`src/rtl/bac_io_arbiter_if.sv`:
```
// BAC-02 peripheral bus bundle: CPU side, aux masters A/B, peripheral decoder side and conflict counters.
// slave = arbiter view, master = everything around it (CPU, A, B, peripheral decoder).
interface bac_io_arbiter_if #(
    parameter int CNT_W = 8
);
    logic [7:0]       cpu_addr;
    logic [7:0]       cpu_dout;
    logic             cpu_out;
    logic             cpu_in;
    logic [7:0]       cpu_din;

    logic             a_req;
    logic             a_we;
    logic [7:0]       a_addr;
    logic [7:0]       a_wdata;
    logic             a_ack;
    logic [7:0]       a_rdata;

    logic             b_req;
    logic             b_we;
    logic [7:0]       b_addr;
    logic [7:0]       b_wdata;
    logic             b_ack;
    logic [7:0]       b_rdata;

    logic [7:0]       p_addr;
    logic [7:0]       p_dout;
    logic             p_out;
    logic             p_in;
    logic [7:0]       p_din;

    logic [CNT_W-1:0] a_conflicts;
    logic [CNT_W-1:0] b_conflicts;

    modport slave (
        input  cpu_addr, cpu_dout, cpu_out, cpu_in,
        output cpu_din,
        input  a_req, a_we, a_addr, a_wdata,
        output a_ack, a_rdata,
        input  b_req, b_we, b_addr, b_wdata,
        output b_ack, b_rdata,
        output p_addr, p_dout, p_out, p_in,
        input  p_din,
        output a_conflicts, b_conflicts
    );

    modport master (
        output cpu_addr, cpu_dout, cpu_out, cpu_in,
        input  cpu_din,
        output a_req, a_we, a_addr, a_wdata,
        input  a_ack, a_rdata,
        output b_req, b_we, b_addr, b_wdata,
        input  b_ack, b_rdata,
        input  p_addr, p_dout, p_out, p_in,
        output p_din,
        input  a_conflicts, b_conflicts
    );
endinterface

```
`src/rtl/bac_io_arbiter.sv`:
```
// BAC-02 peripheral bus arbiter: CPU strobes pass through with zero latency and always win; aux masters A/B
// are granted in CPU-idle cycles (round-robin or A-first) and acked one cycle after grant, at most every 2nd cycle.
module bac_io_arbiter #(
    parameter bit RR_EN = 1'b1,
    parameter int CNT_W = 8
) (
    input  logic         clk,
    input  logic         reset,
    bac_io_arbiter_if.slave bus
);

    // GRANT is the combinational phase of an IDLE master that wins the bus; only the ACK phase is stored.
    localparam logic [0:0] ST_IDLE = 1'b0;
    localparam logic [0:0] ST_ACK  = 1'b1;

    localparam logic SEL_A = 1'b0;
    localparam logic SEL_B = 1'b1;

    localparam logic [CNT_W-1:0] CNT_MAX = '1;
    localparam logic [CNT_W-1:0] CNT_ONE = CNT_W'(1);

    logic             cpu_own;
    logic             a_elig;
    logic             b_elig;
    logic             a_gnt;
    logic             b_gnt;

    logic [0:0]       a_st_q;
    logic [0:0]       a_st_d;
    logic [0:0]       b_st_q;
    logic [0:0]       b_st_d;
    logic             last_q;
    logic             last_d;
    logic [7:0]       a_rdata_q;
    logic [7:0]       a_rdata_d;
    logic [7:0]       b_rdata_q;
    logic [7:0]       b_rdata_d;
    logic [CNT_W-1:0] a_cnt_q;
    logic [CNT_W-1:0] a_cnt_d;
    logic [CNT_W-1:0] b_cnt_q;
    logic [CNT_W-1:0] b_cnt_d;

    always_comb begin
        cpu_own = bus.cpu_in | bus.cpu_out;
        a_elig  = bus.a_req & (a_st_q == ST_IDLE) & ~reset;
        b_elig  = bus.b_req & (b_st_q == ST_IDLE) & ~reset;
        a_gnt   = 1'b0;
        b_gnt   = 1'b0;
        if (!cpu_own) begin
            if (a_elig && b_elig) begin
                if (RR_EN && (last_q == SEL_A)) begin
                    b_gnt = 1'b1;
                end else begin
                    a_gnt = 1'b1;
                end
            end else begin
                a_gnt = a_elig;
                b_gnt = b_elig;
            end
        end
    end

    // A CPU with both strobes high is passed through as-is; it is a CPU fault, not ours to fix.
    always_comb begin
        bus.p_addr = 8'h00;
        bus.p_dout = 8'h00;
        bus.p_out  = 1'b0;
        bus.p_in   = 1'b0;
        if (cpu_own) begin
            bus.p_addr = bus.cpu_addr;
            bus.p_dout = bus.cpu_dout;
            bus.p_out  = bus.cpu_out;
            bus.p_in   = bus.cpu_in;
        end else if (a_gnt) begin
            bus.p_addr = bus.a_addr;
            bus.p_dout = bus.a_wdata;
            bus.p_out  = bus.a_we;
            bus.p_in   = ~bus.a_we;
        end else if (b_gnt) begin
            bus.p_addr = bus.b_addr;
            bus.p_dout = bus.b_wdata;
            bus.p_out  = bus.b_we;
            bus.p_in   = ~bus.b_we;
        end
        bus.cpu_din = bus.p_din;
    end

    always_comb begin
        a_st_d    = a_gnt ? ST_ACK : ST_IDLE;
        b_st_d    = b_gnt ? ST_ACK : ST_IDLE;
        a_rdata_d = (a_gnt && !bus.a_we) ? bus.p_din : a_rdata_q;
        b_rdata_d = (b_gnt && !bus.b_we) ? bus.p_din : b_rdata_q;

        last_d = last_q;
        if (a_gnt) begin
            last_d = SEL_A;
        end else if (b_gnt) begin
            last_d = SEL_B;
        end

        // Only cycles where the CPU actually stole the bus from a ready master are counted.
        a_cnt_d = a_cnt_q;
        b_cnt_d = b_cnt_q;
        if (a_elig && cpu_own && (a_cnt_q != CNT_MAX)) begin
            a_cnt_d = a_cnt_q + CNT_ONE;
        end
        if (b_elig && cpu_own && (b_cnt_q != CNT_MAX)) begin
            b_cnt_d = b_cnt_q + CNT_ONE;
        end
    end

    always_ff @(posedge clk or posedge reset) begin
        if (reset) begin
            a_st_q    <= ST_IDLE;
            b_st_q    <= ST_IDLE;
            last_q    <= SEL_B;
            a_rdata_q <= 8'h00;
            b_rdata_q <= 8'h00;
            a_cnt_q   <= '0;
            b_cnt_q   <= '0;
        end else begin
            a_st_q    <= a_st_d;
            b_st_q    <= b_st_d;
            last_q    <= last_d;
            a_rdata_q <= a_rdata_d;
            b_rdata_q <= b_rdata_d;
            a_cnt_q   <= a_cnt_d;
            b_cnt_q   <= b_cnt_d;
        end
    end

    always_comb begin
        bus.a_ack       = (a_st_q == ST_ACK);
        bus.b_ack       = (b_st_q == ST_ACK);
        bus.a_rdata     = a_rdata_q;
        bus.b_rdata     = b_rdata_q;
        bus.a_conflicts = a_cnt_q;
        bus.b_conflicts = b_cnt_q;
    end

endmodule

```
`src/flat_wrapper.sv`:
```
// flat-port wrapper written by rule: the top's interface ports become plain ports
module bac_io_arbiter_flat 
#(
    parameter bit RR_EN = 1'b1,
    parameter int CNT_W = 8
)
  (clk, reset, bus_cpu_addr, bus_cpu_dout, bus_cpu_out, bus_cpu_in, bus_cpu_din, bus_a_req, bus_a_we, bus_a_addr, bus_a_wdata, bus_a_ack, bus_a_rdata, bus_b_req, bus_b_we, bus_b_addr, bus_b_wdata, bus_b_ack, bus_b_rdata, bus_p_addr, bus_p_dout, bus_p_out, bus_p_in, bus_p_din, bus_a_conflicts, bus_b_conflicts);
  bac_io_arbiter_if #(.CNT_W(CNT_W)) bus_i ();
  input  logic clk;
  input  logic reset;
  input wire logic [$bits(bus_i.cpu_addr)-1:0] bus_cpu_addr;
  input wire logic [$bits(bus_i.cpu_dout)-1:0] bus_cpu_dout;
  input wire logic [$bits(bus_i.cpu_out)-1:0] bus_cpu_out;
  input wire logic [$bits(bus_i.cpu_in)-1:0] bus_cpu_in;
  output wire logic [$bits(bus_i.cpu_din)-1:0] bus_cpu_din;
  input wire logic [$bits(bus_i.a_req)-1:0] bus_a_req;
  input wire logic [$bits(bus_i.a_we)-1:0] bus_a_we;
  input wire logic [$bits(bus_i.a_addr)-1:0] bus_a_addr;
  input wire logic [$bits(bus_i.a_wdata)-1:0] bus_a_wdata;
  output wire logic [$bits(bus_i.a_ack)-1:0] bus_a_ack;
  output wire logic [$bits(bus_i.a_rdata)-1:0] bus_a_rdata;
  input wire logic [$bits(bus_i.b_req)-1:0] bus_b_req;
  input wire logic [$bits(bus_i.b_we)-1:0] bus_b_we;
  input wire logic [$bits(bus_i.b_addr)-1:0] bus_b_addr;
  input wire logic [$bits(bus_i.b_wdata)-1:0] bus_b_wdata;
  output wire logic [$bits(bus_i.b_ack)-1:0] bus_b_ack;
  output wire logic [$bits(bus_i.b_rdata)-1:0] bus_b_rdata;
  output wire logic [$bits(bus_i.p_addr)-1:0] bus_p_addr;
  output wire logic [$bits(bus_i.p_dout)-1:0] bus_p_dout;
  output wire logic [$bits(bus_i.p_out)-1:0] bus_p_out;
  output wire logic [$bits(bus_i.p_in)-1:0] bus_p_in;
  input wire logic [$bits(bus_i.p_din)-1:0] bus_p_din;
  output wire logic [$bits(bus_i.a_conflicts)-1:0] bus_a_conflicts;
  output wire logic [$bits(bus_i.b_conflicts)-1:0] bus_b_conflicts;
  assign bus_i.cpu_addr = bus_cpu_addr;
  assign bus_i.cpu_dout = bus_cpu_dout;
  assign bus_i.cpu_out = bus_cpu_out;
  assign bus_i.cpu_in = bus_cpu_in;
  assign bus_cpu_din = bus_i.cpu_din;
  assign bus_i.a_req = bus_a_req;
  assign bus_i.a_we = bus_a_we;
  assign bus_i.a_addr = bus_a_addr;
  assign bus_i.a_wdata = bus_a_wdata;
  assign bus_a_ack = bus_i.a_ack;
  assign bus_a_rdata = bus_i.a_rdata;
  assign bus_i.b_req = bus_b_req;
  assign bus_i.b_we = bus_b_we;
  assign bus_i.b_addr = bus_b_addr;
  assign bus_i.b_wdata = bus_b_wdata;
  assign bus_b_ack = bus_i.b_ack;
  assign bus_b_rdata = bus_i.b_rdata;
  assign bus_p_addr = bus_i.p_addr;
  assign bus_p_dout = bus_i.p_dout;
  assign bus_p_out = bus_i.p_out;
  assign bus_p_in = bus_i.p_in;
  assign bus_i.p_din = bus_p_din;
  assign bus_a_conflicts = bus_i.a_conflicts;
  assign bus_b_conflicts = bus_i.b_conflicts;
  bac_io_arbiter #(.RR_EN(RR_EN), .CNT_W(CNT_W)) u_core (.clk(clk), .reset(reset), .bus(bus_i));
endmodule
```
`config.mk`:
```
export PLATFORM = sky130hd
export DESIGN_NAME = bac_io_arbiter_flat
export DESIGN_NICKNAME = d
export VERILOG_FILES = /design/src/rtl/bac_io_arbiter_if.sv /design/src/rtl/bac_io_arbiter.sv /design/src/flat_wrapper.sv
export SDC_FILE = /design/constraint.sdc
export NUM_CORES = 1
export LEC_CHECK = 0
export ABC_AREA = 1
export BUFFER_PORTS_ARGS = -buffer_cell sky130_fd_sc_hd__buf_4
export CAP_MARGIN = 30
export CELL_PAD_IN_SITES_DETAIL_PLACEMENT = 1
export CELL_PAD_IN_SITES_GLOBAL_PLACEMENT = 2
export CORE_ASPECT_RATIO = 1.25
export CORE_UTILIZATION = 20
export DETAILED_ROUTE_END_ITERATION = 8
export GPL_ROUTABILITY_DRIVEN = 0
export GPL_TIMING_DRIVEN = 0
export PLACE_DENSITY_LB_ADDON = 0.1
export REMOVE_ABC_BUFFERS = 1
export SLEW_MARGIN = 20
export SYNTH_ARGS = -nofsm -noshare
export SYNTH_HDL_FRONTEND = slang
export SYNTH_SLANG_ARGS = --single-unit
```
`constraint.sdc`:
```
create_clock -name clk -period 1.5 [get_ports clk]
set_clock_uncertainty 0.1 [all_clocks]
set_input_delay 0.15 -clock clk [delete_from_list [all_inputs] [get_ports clk]]
set_output_delay 0.15 -clock clk [all_outputs]
set_load 0.005 [all_outputs]
```
==> impl_metrics.json <==
{
  "dieArea_mm2": 0.01163,
  "grt_antenna_before_repair": 0,
  "final_cells": 587,
  "port_buffers": 123,
  "postRouteWirelength_mm": 8.713,
  "ys_types": 27,
  "htreeDepth": 2,
  "postSynthCellCount": 318,
  "post-dp-hpwl_mm": 5.781,
  "grt_util_all_layers_pct": 15.20,
  "n_fill_cell": 1353,
  "fin_nets": 520,
  "p_leak_nw": 2.100,
  "fin_crit_sh_pct": 119.1,
  "hold_ws_ns": -0.2189,
  "cpLargestDelayFamily": "flip-flops",
  "cts_tree": "built",
  "end_kind": "primary output",
  "r2r_slack_ns": -0.01,
  "slew-limit-headroom_pct": 74.50,
  "ys_async_sr_fraction_pct": 100.0,
  "synth.yosys.seq_area_share_pct": 39.16,
  "required_ns": 1.25,
  "critical_path_arrival_ns": 1.54,
  "rsz0062_at_grt": "yes",
  "multi_input_area_mm2": 0.001551,
  "grt_max_degree": 38,
  "grt_pass1_vias": 2818,
  "worst-r2r-cell-count": 8,
  "synth_edf_count": 0,
  "clk_pin_slew_ns": 0.05,
  "row_count": 42,
  "crit_fanout": 6,
  "wl_per_cell_um": 14.84,
  "cp_num_buf_inv": 2,
  "violations": "negative hold slack, negative setup slack",
  "antenna_cells": 0,
  "synth_top_area_share_pct": 37.99,
  "drt_iter0_drc": 60,
  "finalHoldViolCount": 34,
  "vias_per_cell": 4.453,
  "fin_crit_ns": 1.787,
  "syn_avg_cell_area_um2": 7.043,
  "drc": 0,
  "clock.fmax_mhz": 559.5,
  "maxSlewViolCount": 0,
  "yosysTopAreaCell": "dfrtp_1",
  "tightest_slew_ns": 0.3825,
  "die_y_um": 120.3,
  "p_sw_share_pct": 33.09,
  "grt_pass1_wl_mm": 14.20,
  "status": "finished, violations left",
  "core_mm2": 0.01072,
  "vdd_drop_max_v": 0.0003838,
  "seq_area_um2": 882.1,
  "clockBufferDepth": 2,
  "placed_cells": 558,
  "route.antenna.remaining_nets": 0,
  "hold_class": "primary input to asynchronous set/reset pin",
  "pwr-share-seq_pct": 37.7,
  "internal_power_w": 0.002496,
  "numCtsBuffers": 5,
  "cp_slowest_stage_delay_ns": 0.56,
  "drt-pass1-iter-count": 4,
  "synthFlopType": "dfrtp_1",
  "syn_to_final_growth_pct": 78.44,
  "syn_area_mm2": 0.002240,
  "cts_root_buffer": "clkbuf_16",
  "ys_top_cells_by_area": "dfrtp_1 38%, nand2_1 25%, nand3_1 11%",
  "cp-start-kind": "register",
  "finalSetupViolations": 21,
  "switchingPower_w": 0.001234,
  "synth_warnings": 0,
  "drive_above_1_share_pct": 50.33,
  "start_util_pct": 20.89,
  "crit_type": "register to primary output",
  "p_per_area_mw_per_mm2": 933.5,
  "cp.depth": 7,
  "vias": 2614,
  "setup_ws_ns": -0.2872,
  "cts.sinks": 35,
  "path_cells": "nand3_2, nand2_4, nor2_8, clkbuf_16, nand2_1, nand3b_1, buf_4",
  "clk_latency_ns": 0.27,
  "final_util_pct": 37.28,
  "crit_slowest_cell": "dfstp_2",
  "maxCapViolCount": 0,
  "die_w_um": 96.65,
  "io_pins": 124,
  "combPwrFrac_pct": 35.4,
  "grt_overflow_total": 0,
  "power_frac_clock_pct": 27.0,
  "synth-seq-cells": 35
}
-- cell usage after synthesis, types with 3 or more instances --
master	n
clkinv_1	3
nand3b_1	4
xor2_1	4
nand2_1	151
nand4_1	8
nor2_1	16
buf_6	4
buf_4	8
dfrtp_1	34
nand3_1	49
inv_1	14
-- area by class of cell --
cell class / instances / share of cell area [%]
clock inverter: 2 / 0.3131
clock buffer: 6 / 3.225
inverter: 19 / 2.035
timing repair buffer: 141 / 29.40
multi-input combinational: 252 / 38.82
sequential: 35 / 22.07
tap: 132 / 4.133
-- worst paths after layout --
check,start,to
hold / removal,reset,u_core.bus.b_conflicts[7]
hold reg to reg,u_core.bus.b_rdata[7],u_core.bus.b_rdata[7]
min in group clk,bus_p_din[2],u_core.bus.b_rdata[2]
setup / recovery,u_core.last_q,bus_p_out
setup reg to reg,u_core.bus.a_ack,u_core.bus.b_rdata[6]
max in group asynchronous,reset,u_core.last_q
-- metrics by stage --
step | worst slack, ns | instance area [um2] | hold WS [ns] | TNS [ns] | power (W)
3_5_place_dp | -1.035 | 3209 | 0.3130 | -38.56 | 0.002505
5_1_grt | -0.3451 | 3996 | -0.1860 | -7.051 | 0.003989
2_1_floorplan | -0.1600 | 2121 | 0.01830 | -3.260 | 0.001802
6_report | -0.2872 | 3996 | -0.2189 | -4.539 | 0.003731
4_1_cts | -0.2763 | 3691 | -0.1889 | -4.834 | 0.003697
3_3_place_gp | -1.042 | 3209 | 0.3051 | -38.63 | 0.002485
-- sequential cells by signal (all words and copies together), names as in the netlist --
register,cells
u_core.bus.a_ack,1
u_core.bus.a_conflicts,8
u_core.bus.a_rdata,8
u_core.bus.b_ack,1
u_core.bus.b_conflicts,8
u_core.bus.b_rdata,8
u_core.last_q,1
-- routing by layer --
| metal | vias to the layer above | GRT usage (%) | wire, um |
|---|---|---|---|
| met5 | - | 0 | 0 |
| met4 | 0 | 3.358 | 51 |
| met3 | 2 | 4.798 | 645 |
| met2 | 84 | 28.21 | 4670 |
| met1 | 1242 | 16.81 | 3346 |
| li1 | 1286 | - | - |
-- logic make-up after synthesis --
| family | after synthesis | synth area share, % |
|---|---|---|
| AO/OA/AOI/OAI | 2 | 0.7823 |
| XOR/XNOR | 5 | 1.955 |
| adder cells (fa/ha/maj) | 2 | 1.117 |
| buffers and inverters | 34 | 8.603 |
| flip-flops | 35 | 39.16 |
| AND/OR/NAND/NOR | 240 | 48.38 |
-- repair_timing --
action                                  4_1_cts  5_1_grt
gates resized for setup                      41       57
buffers inserted                             10        8
pin swaps                                    22       21
endpoints found under the setup margin       53       44
gates cloned                                  3        1
endpoints found under the hold margin        34       34
-- power groups by stage --
| stage | combinational (W) | sequential [W] | clock [W] |
|---|---|---|---|
| final | 0.00132 | 0.00141 | 0.00101 |
| after CTS | 0.00125 | 0.00140 | 0.00105 |
| after global routing | 0.00147 | 0.00145 | 0.00107 |
| after floorplan | 0.000440 | 0.00136 | 0 |
| after global placement | 0.00109 | 0.00139 | 0 |
| after detailed placement | 0.00111 | 0.00139 | 0 |
-- layout by cell type, fill, tap and decap left out, types with 8 or more instances in the layout --
cell,synthesis,layout
nand2_1,151,131
buf_4,8,123
dfrtp_1,34,30
nand3_2,2,28
nand3_1,49,18
nor2_1,16,14
nand2_2,2,14
buf_6,4,13
inv_1,14,12
nand4_1,8,8
nand2_4,0,8
(Power assumes the default switching activity.)
